File: src/rtl/aead_pkg.sv
// Shared state encoding, algorithm selectors and helpers for the AEAD stream sequencer.
package aead_pkg;

    typedef enum logic [2:0] {
        ST_IDLE,
        ST_AAD,
        ST_PLD,
        ST_LEN,
        ST_TAG
    } aead_state_t;

    localparam logic ALGO_CHACHA = 1'b1;
    localparam logic ALGO_GCM    = 1'b0;

    localparam int DATA_W = 128;
    localparam int KEEP_W = 16;

    // Number of valid bytes in a beat, from its byte-enable mask.
    function automatic logic [4:0] keep_bytes(input logic [KEEP_W-1:0] keep);
        logic [4:0] n;
        n = '0;
        for (int i = 0; i < KEEP_W; i++) begin
            n = n + {4'b0000, keep[i]};
        end
        return n;
    endfunction

endpackage

File: src/rtl/aead_beat_reg.sv
// One-entry valid/ready holding register for a data+keep beat heading to the cipher core.
module aead_beat_reg
    import aead_pkg::*;
(
    input  logic              clk,
    input  logic              rst,
    input  logic              in_valid,
    output logic              in_ready,
    input  logic [DATA_W-1:0] in_data,
    input  logic [KEEP_W-1:0] in_keep,
    output logic              out_valid,
    input  logic              out_ready,
    output logic [DATA_W-1:0] out_data,
    output logic [KEEP_W-1:0] out_keep
);

    // A new beat may replace the held one in the same cycle it drains downstream.
    assign in_ready = !out_valid || out_ready;

    always_ff @(posedge clk or posedge rst) begin
        if (rst) begin
            out_valid <= 1'b0;
            out_data  <= '0;
            out_keep  <= '0;
        end else if (in_valid && in_ready) begin
            out_valid <= 1'b1;
            out_data  <= in_data;
            out_keep  <= in_keep;
        end else if (out_ready) begin
            out_valid <= 1'b0;
        end
    end

endmodule

File: src/rtl/aead_stream_sequencer.sv
// Splits one AEAD message into AAD / payload beats for the core, then emits the
// length block and combines the core's pre-tag with the tag mask.
module aead_stream_sequencer
    import aead_pkg::*;
(
    input  logic         clk,
    input  logic         rst,
    input  logic         start,
    input  logic         algo_sel,
    input  logic         in_valid,
    output logic         in_ready,
    input  logic [127:0] in_data,
    input  logic [15:0]  in_keep,
    input  logic         in_is_pld,
    input  logic         in_last,
    output logic         aad_valid,
    output logic [127:0] aad_data,
    output logic [15:0]  aad_keep,
    input  logic         aad_ready,
    output logic         pld_valid,
    output logic [127:0] pld_data,
    output logic [15:0]  pld_keep,
    input  logic         pld_ready,
    output logic         len_valid,
    output logic [127:0] len_block,
    input  logic         len_ready,
    input  logic [127:0] tag_pre_xor,
    input  logic         tag_pre_xor_valid,
    input  logic [127:0] tagmask,
    input  logic         tagmask_valid,
    output logic [127:0] tag_out,
    output logic         tag_valid,
    output logic         busy,
    output logic         err
);

    aead_state_t  state, state_next;
    logic         algo_q;
    logic         last_seen;
    logic [63:0]  aad_bytes, pld_bytes;
    logic [127:0] pre_q, mask_q;
    logic         pre_ok, mask_ok;
    logic         aad_push, pld_push, aad_in_ready, pld_in_ready;
    logic         is_term, accept, tag_fire;

    assign is_term  = in_is_pld && in_last && (in_keep == '0);
    assign accept   = in_valid && in_ready;
    assign tag_fire = (state == ST_TAG) && pre_ok && mask_ok;

    always_ff @(posedge clk or posedge rst) begin
        if (rst) begin
            state <= ST_IDLE;
        end else begin
            state <= state_next;
        end
    end

    // LEN waits until both holding registers have drained into the core.
    always_comb begin
        state_next = state;
        unique case (state)
            ST_IDLE: if (start) state_next = ST_AAD;
            ST_AAD:  if (accept && in_is_pld) state_next = ST_PLD;
            ST_PLD:  if (last_seen && !aad_valid && !pld_valid) state_next = ST_LEN;
            ST_LEN:  if (len_ready) state_next = ST_TAG;
            ST_TAG:  if (tag_fire) state_next = ST_IDLE;
            default: state_next = ST_IDLE;
        endcase
    end

    // Terminators and misplaced AAD beats are always consumable; real beats need room.
    always_comb begin
        in_ready  = 1'b0;
        busy      = (state != ST_IDLE);
        len_valid = (state == ST_LEN);
        unique case (state)
            ST_AAD:  in_ready = in_is_pld ? (is_term || pld_in_ready) : aad_in_ready;
            ST_PLD:  in_ready = !last_seen && (!in_is_pld || is_term || pld_in_ready);
            default: in_ready = 1'b0;
        endcase
        aad_push = accept && (state == ST_AAD) && !in_is_pld;
        pld_push = accept && in_is_pld && !is_term;
    end

    always_ff @(posedge clk or posedge rst) begin
        if (rst) begin
            algo_q    <= ALGO_GCM;
            aad_bytes <= '0;
            pld_bytes <= '0;
            last_seen <= 1'b0;
            err       <= 1'b0;
        end else if (state == ST_IDLE && start) begin
            algo_q    <= algo_sel;
            aad_bytes <= '0;
            pld_bytes <= '0;
            last_seen <= 1'b0;
            err       <= 1'b0;
        end else if (accept) begin
            if (!in_is_pld) begin
                if (state == ST_PLD) begin
                    err <= 1'b1;
                end else begin
                    aad_bytes <= aad_bytes + 64'(keep_bytes(in_keep));
                end
            end else begin
                pld_bytes <= pld_bytes + 64'(keep_bytes(in_keep));
                if (in_last) begin
                    last_seen <= 1'b1;
                end
            end
        end
    end

    // Pre-tag and mask arrive independently; each is captured once per message.
    always_ff @(posedge clk or posedge rst) begin
        if (rst) begin
            pre_q     <= '0;
            mask_q    <= '0;
            pre_ok    <= 1'b0;
            mask_ok   <= 1'b0;
            tag_out   <= '0;
            tag_valid <= 1'b0;
        end else begin
            tag_valid <= 1'b0;
            if (state == ST_IDLE && start) begin
                pre_ok  <= 1'b0;
                mask_ok <= 1'b0;
                tag_out <= '0;
            end else if (tag_fire) begin
                tag_out   <= (algo_q == ALGO_CHACHA) ? (pre_q + mask_q) : (pre_q ^ mask_q);
                tag_valid <= 1'b1;
                pre_ok    <= 1'b0;
                mask_ok   <= 1'b0;
            end else if (state == ST_TAG) begin
                if (tag_pre_xor_valid && !pre_ok) begin
                    pre_q  <= tag_pre_xor;
                    pre_ok <= 1'b1;
                end
                if (tagmask_valid && !mask_ok) begin
                    mask_q  <= tagmask;
                    mask_ok <= 1'b1;
                end
            end
        end
    end

    assign len_block = (algo_q == ALGO_CHACHA) ? {pld_bytes, aad_bytes}
                                               : {aad_bytes << 3, pld_bytes << 3};

    aead_beat_reg u_aad_reg (
        .clk       (clk),
        .rst       (rst),
        .in_valid  (aad_push),
        .in_ready  (aad_in_ready),
        .in_data   (in_data),
        .in_keep   (in_keep),
        .out_valid (aad_valid),
        .out_ready (aad_ready),
        .out_data  (aad_data),
        .out_keep  (aad_keep)
    );

    aead_beat_reg u_pld_reg (
        .clk       (clk),
        .rst       (rst),
        .in_valid  (pld_push),
        .in_ready  (pld_in_ready),
        .in_data   (in_data),
        .in_keep   (in_keep),
        .out_valid (pld_valid),
        .out_ready (pld_ready),
        .out_data  (pld_data),
        .out_keep  (pld_keep)
    );

endmodule

File: config.mk
export PLATFORM = sky130hd
export DESIGN_NAME = aead_stream_sequencer
export DESIGN_NICKNAME = d
export VERILOG_FILES = /design/src/rtl/aead_pkg.sv /design/src/rtl/aead_beat_reg.sv /design/src/rtl/aead_stream_sequencer.sv
export SDC_FILE = /design/constraint.sdc
export NUM_CORES = 2
export LEC_CHECK = 0
export BUFFER_PORTS_ARGS = -buffer_cell sky130_fd_sc_hd__buf_2
export CAP_MARGIN = 40
export CORE_AREA = 2 2 376 378
export CTS_BUF_LIST = sky130_fd_sc_hd__clkbuf_16
export DETAILED_ROUTE_END_ITERATION = 8
export DIE_AREA = 0 0 378 380
export SYNTH_ARGS = -nofsm -noshare
export SYNTH_HDL_FRONTEND = slang
export SYNTH_SLANG_ARGS = --single-unit
File: constraint.sdc
create_clock -name clk -period 23.9 [get_ports clk]
set_clock_uncertainty 0.2 [all_clocks]
set_input_delay 0 -clock clk [delete_from_list [all_inputs] [get_ports clk]]
set_output_delay 0 -clock clk [all_outputs]
set_load 0.01 [all_outputs]
==> results.toml <==
[setup_path]
critical-path-top-delay-family = "adder cells"
r2r-start = "pre_q[0]$_DFFE_PP0P_"
path_class = "primary input to flop"
crit_path_frequent_cell = "fa_1"
cp-start-kind = "primary input"
slowest_delay_ns = 0.56
cp_max_fo = 10
required_ns = 24.32
crit_chain = "dlygate4sd3_1 -> buf_2 -> dlygate4sd3_1 -> inv_1 -> fa_1 -> fa_1 -> fa_1 -> fa_1 -> inv_1 -> ha_1 -> fa_1 -> inv_1 -> fa_1 -> o21ai_0 -> a21o_1 -> nand2_1 -> a211o_1 -> nor3_4 -> nand4_2 -> or3_1 -> a21oi_1"
critPathLaunch = "in_keep[1]"
crit_buf_inv = 6
end_kind = "flop"
cpMaxStageDelayCell = "dlygate4sd3_1"
crit_arrival_ns = 7.01

[layout]
syn_to_final_growth_pct = 42.9
multi_input_area_um2 = 21800
fin_nets = 6507
drive_gt1_share_pct = 29.9
final_common_cell = "buf_2"
layout_common_cells = "buf_2 (964), dlygate4sd3_1 (840), dfrtp_1 (810), mux2_2 (617), nand2_1 (460)"
fillers = 13100
seq_area_um2 = 20300
final_util_pct = 44.4

[cts]
clock-sinks = 811
cts_buffers = 95
post_cts_buffers = 0
cts_tree = "built"
clockBufferDepth = 3
clkLatencyLatePin_ns = 0.73
htree_levels = 3
clock-root-buffer = "clkbuf_16"
clkTransAtPathRegs_ns = 0.06

[logic_synthesis]
syn-num-nets = 4764
ys_types = 87
syn_area_um2 = 43200
synth_ff_type = "dfrtp_1"
synth_top_area_share_pct = 47.0
synth_cells = 4194
synth-edff-count = 0
async_flop_share_pct = 100
synth_largest_area_cell = "dfrtp_1"
ys_ff_latch = 811
synth_area_per_cell_um2 = 10.3
yosysSeqAreaShare_pct = 47.0
yosys_warnings = 0
yosys-top-cells-area = "dfrtp_1 (47%), mux2_2 (16%), o21ai_0 (4.3%)"

[grt]
antenna_found_initial = 29
grtUsageTotal_pct = 25.7
grt_max_degree = 144
grt_pass1_wl_mm = 278
grt_pass1_vias = 41500
overflow = 0

[pwr]
leakage_nw = 28.6
ir_worst_vdd_mv = 0.0698
power_density_nw_per_um2 = 102

[sta]
maxSlewViolCount = 0
fin_crit_sh_pct = 27.5
clock.fmax_ghz = 0.152
fin_tns_setup_ns = 0
rsz0062_at_grt = "false"
setup_viol = 0
worstMarginPinSlew_ns = 0.918
min_period_ns = 6.58
slew-limit-headroom_pct = 38.1
finalHoldViolCount = 0

[floorplan]
num_rows = 137
design.core.area_um2 = 139000
initial_core_util_pct = 31.0
die_height_um = 380
die_x_um = 378
dieArea_um2 = 144000
pin_count = 963

[drt]
postRouteAntennaNets = 0
first_iter_violations = 3305
routedWlPerCell_um = 24.0
drt-total-wl_mm = 190
num_vias = 41100
dr.pass1.iters = 6
drc = 0
avgViaCountPerCell = 5.20

[status]
outcome = "completed"

[placed_design]
io_buffers = 962
dp.final_hpwl_mm = 142
gp_congestion = 0.966

[hold_path]
hp-start = "tag_pre_xor[121]"
hp-class = "primary input to flop"

[run]
maxCapViolations = 0
-- worst min-delay path, stage by stage --
cell,delay (ns)
dlygate4sd3_1,0.67
buf_2,0.15
mux2_2,0.13
-- routing by layer --
layer | GRT usage, % | vias to the layer above | wire length [µm]
li1 | - | 18500 | -
met1 | 34.5 | 20400 | 80400
met2 | 39.7 | 1785 | 84100
met3 | 5.66 | 402 | 16000
met4 | 11.3 | 20 | 9390
met5 | 0 | - | 127
-- per-stage QoR --
| step | std cells | hold slack (ns) | cell area (µm²) | power, mW | setup slack, ns |
|---|---|---|---|---|---|
| after floorplan | 4194 | -0.104 | 43200 | 3.63 | 0.923 |
| after global placement | 6860 | -0.00692 | 49900 | 4.63 | 17.64 |
| after detailed placement | 6876 | -0.00281 | 50300 | 4.67 | 17.59 |
| after CTS | 7886 | 0.0190 | 61700 | 6.27 | 17.38 |
| after global routing | 7892 | 0.0306 | 61700 | 6.61 | 17.06 |
| final | 7903 | 0.0660 | 61800 | 6.28 | 17.32 |
-- report_power, final --
part	internal (mW)	switching [mW]
Sequential	1.79	0.294
Clock	0.796	0.643
Combinational	1.13	1.63
Total	3.71	2.57
-- cell usage after synthesis (all sizes together), types with 32 or more instances --
cell type,count
dfrtp,811
mux2,617
nand2,461
o21ai,386
nor2,304
a21oi,264
clkbuf,172
ha,145
xor2,122
xnor2,92
inv,91
nand3,89
nand4,84
nor3,50
or3,49
a21o,48
buf,33
o21bai,32
-- flip-flops by register name, summed over array words and instances, names as in the netlist, 16 cells and up --
signal              flops
aad_bytes              64
mask_q                128
pld_bytes              64
pre_q                 128
tag_out               128
u_aad_reg.out_data    128
u_aad_reg.out_keep     16
u_pld_reg.out_data    128
u_pld_reg.out_keep     16
-- final cells by class --
cell class / instances / area share (%)
multi-input cells: 3087 / 35.3
flip-flops and latches: 811 / 32.9
repair buffers: 1851 / 22.4
clock buffers: 95 / 3.85
well taps: 1876 / 3.80
clock inverters: 75 / 1.08
inverters: 91 / 0.565
diodes: 17 / 0.0689
-- repair_timing --
item                                   in CTS  in global routing
hold buffers                              840                  0
endpoints found under the hold margin    1001                  0
setup endpoints to repair                   0                  0
resized for setup                           0                  0
-- cell families after synthesis --
family | synth area share, %
multiplexers | 16.2
XOR/XNOR | 4.34
flip-flops | 47.0
AO/OA/AOI/OAI | 12.6
AND/OR/NAND/NOR | 12.5
adder cells (fa/ha/maj) | 4.80
buffers and inverters | 2.67
-- path summary, 6_finish.rpt --
check	to	slack, ns	depth (start not counted)
max	pld_bytes[62]$_DFFE_PP0P_	17.32	21
min	pre_q[121]$_DFFE_PP0P_	0.07	3
max reg2reg	tag_out[108]$_DFFE_PP0N_	18.97	12
min reg2reg	u_aad_reg.out_keep[0]$_DFFE_PP0P_	0.27	2
max in group asynchronous	u_pld_reg.out_data[112]$_DFFE_PP0P_	20.58	10
min in group asynchronous	pre_q[9]$_DFFE_PP0P_	0.39	4
(Power assumes the default switching activity.)
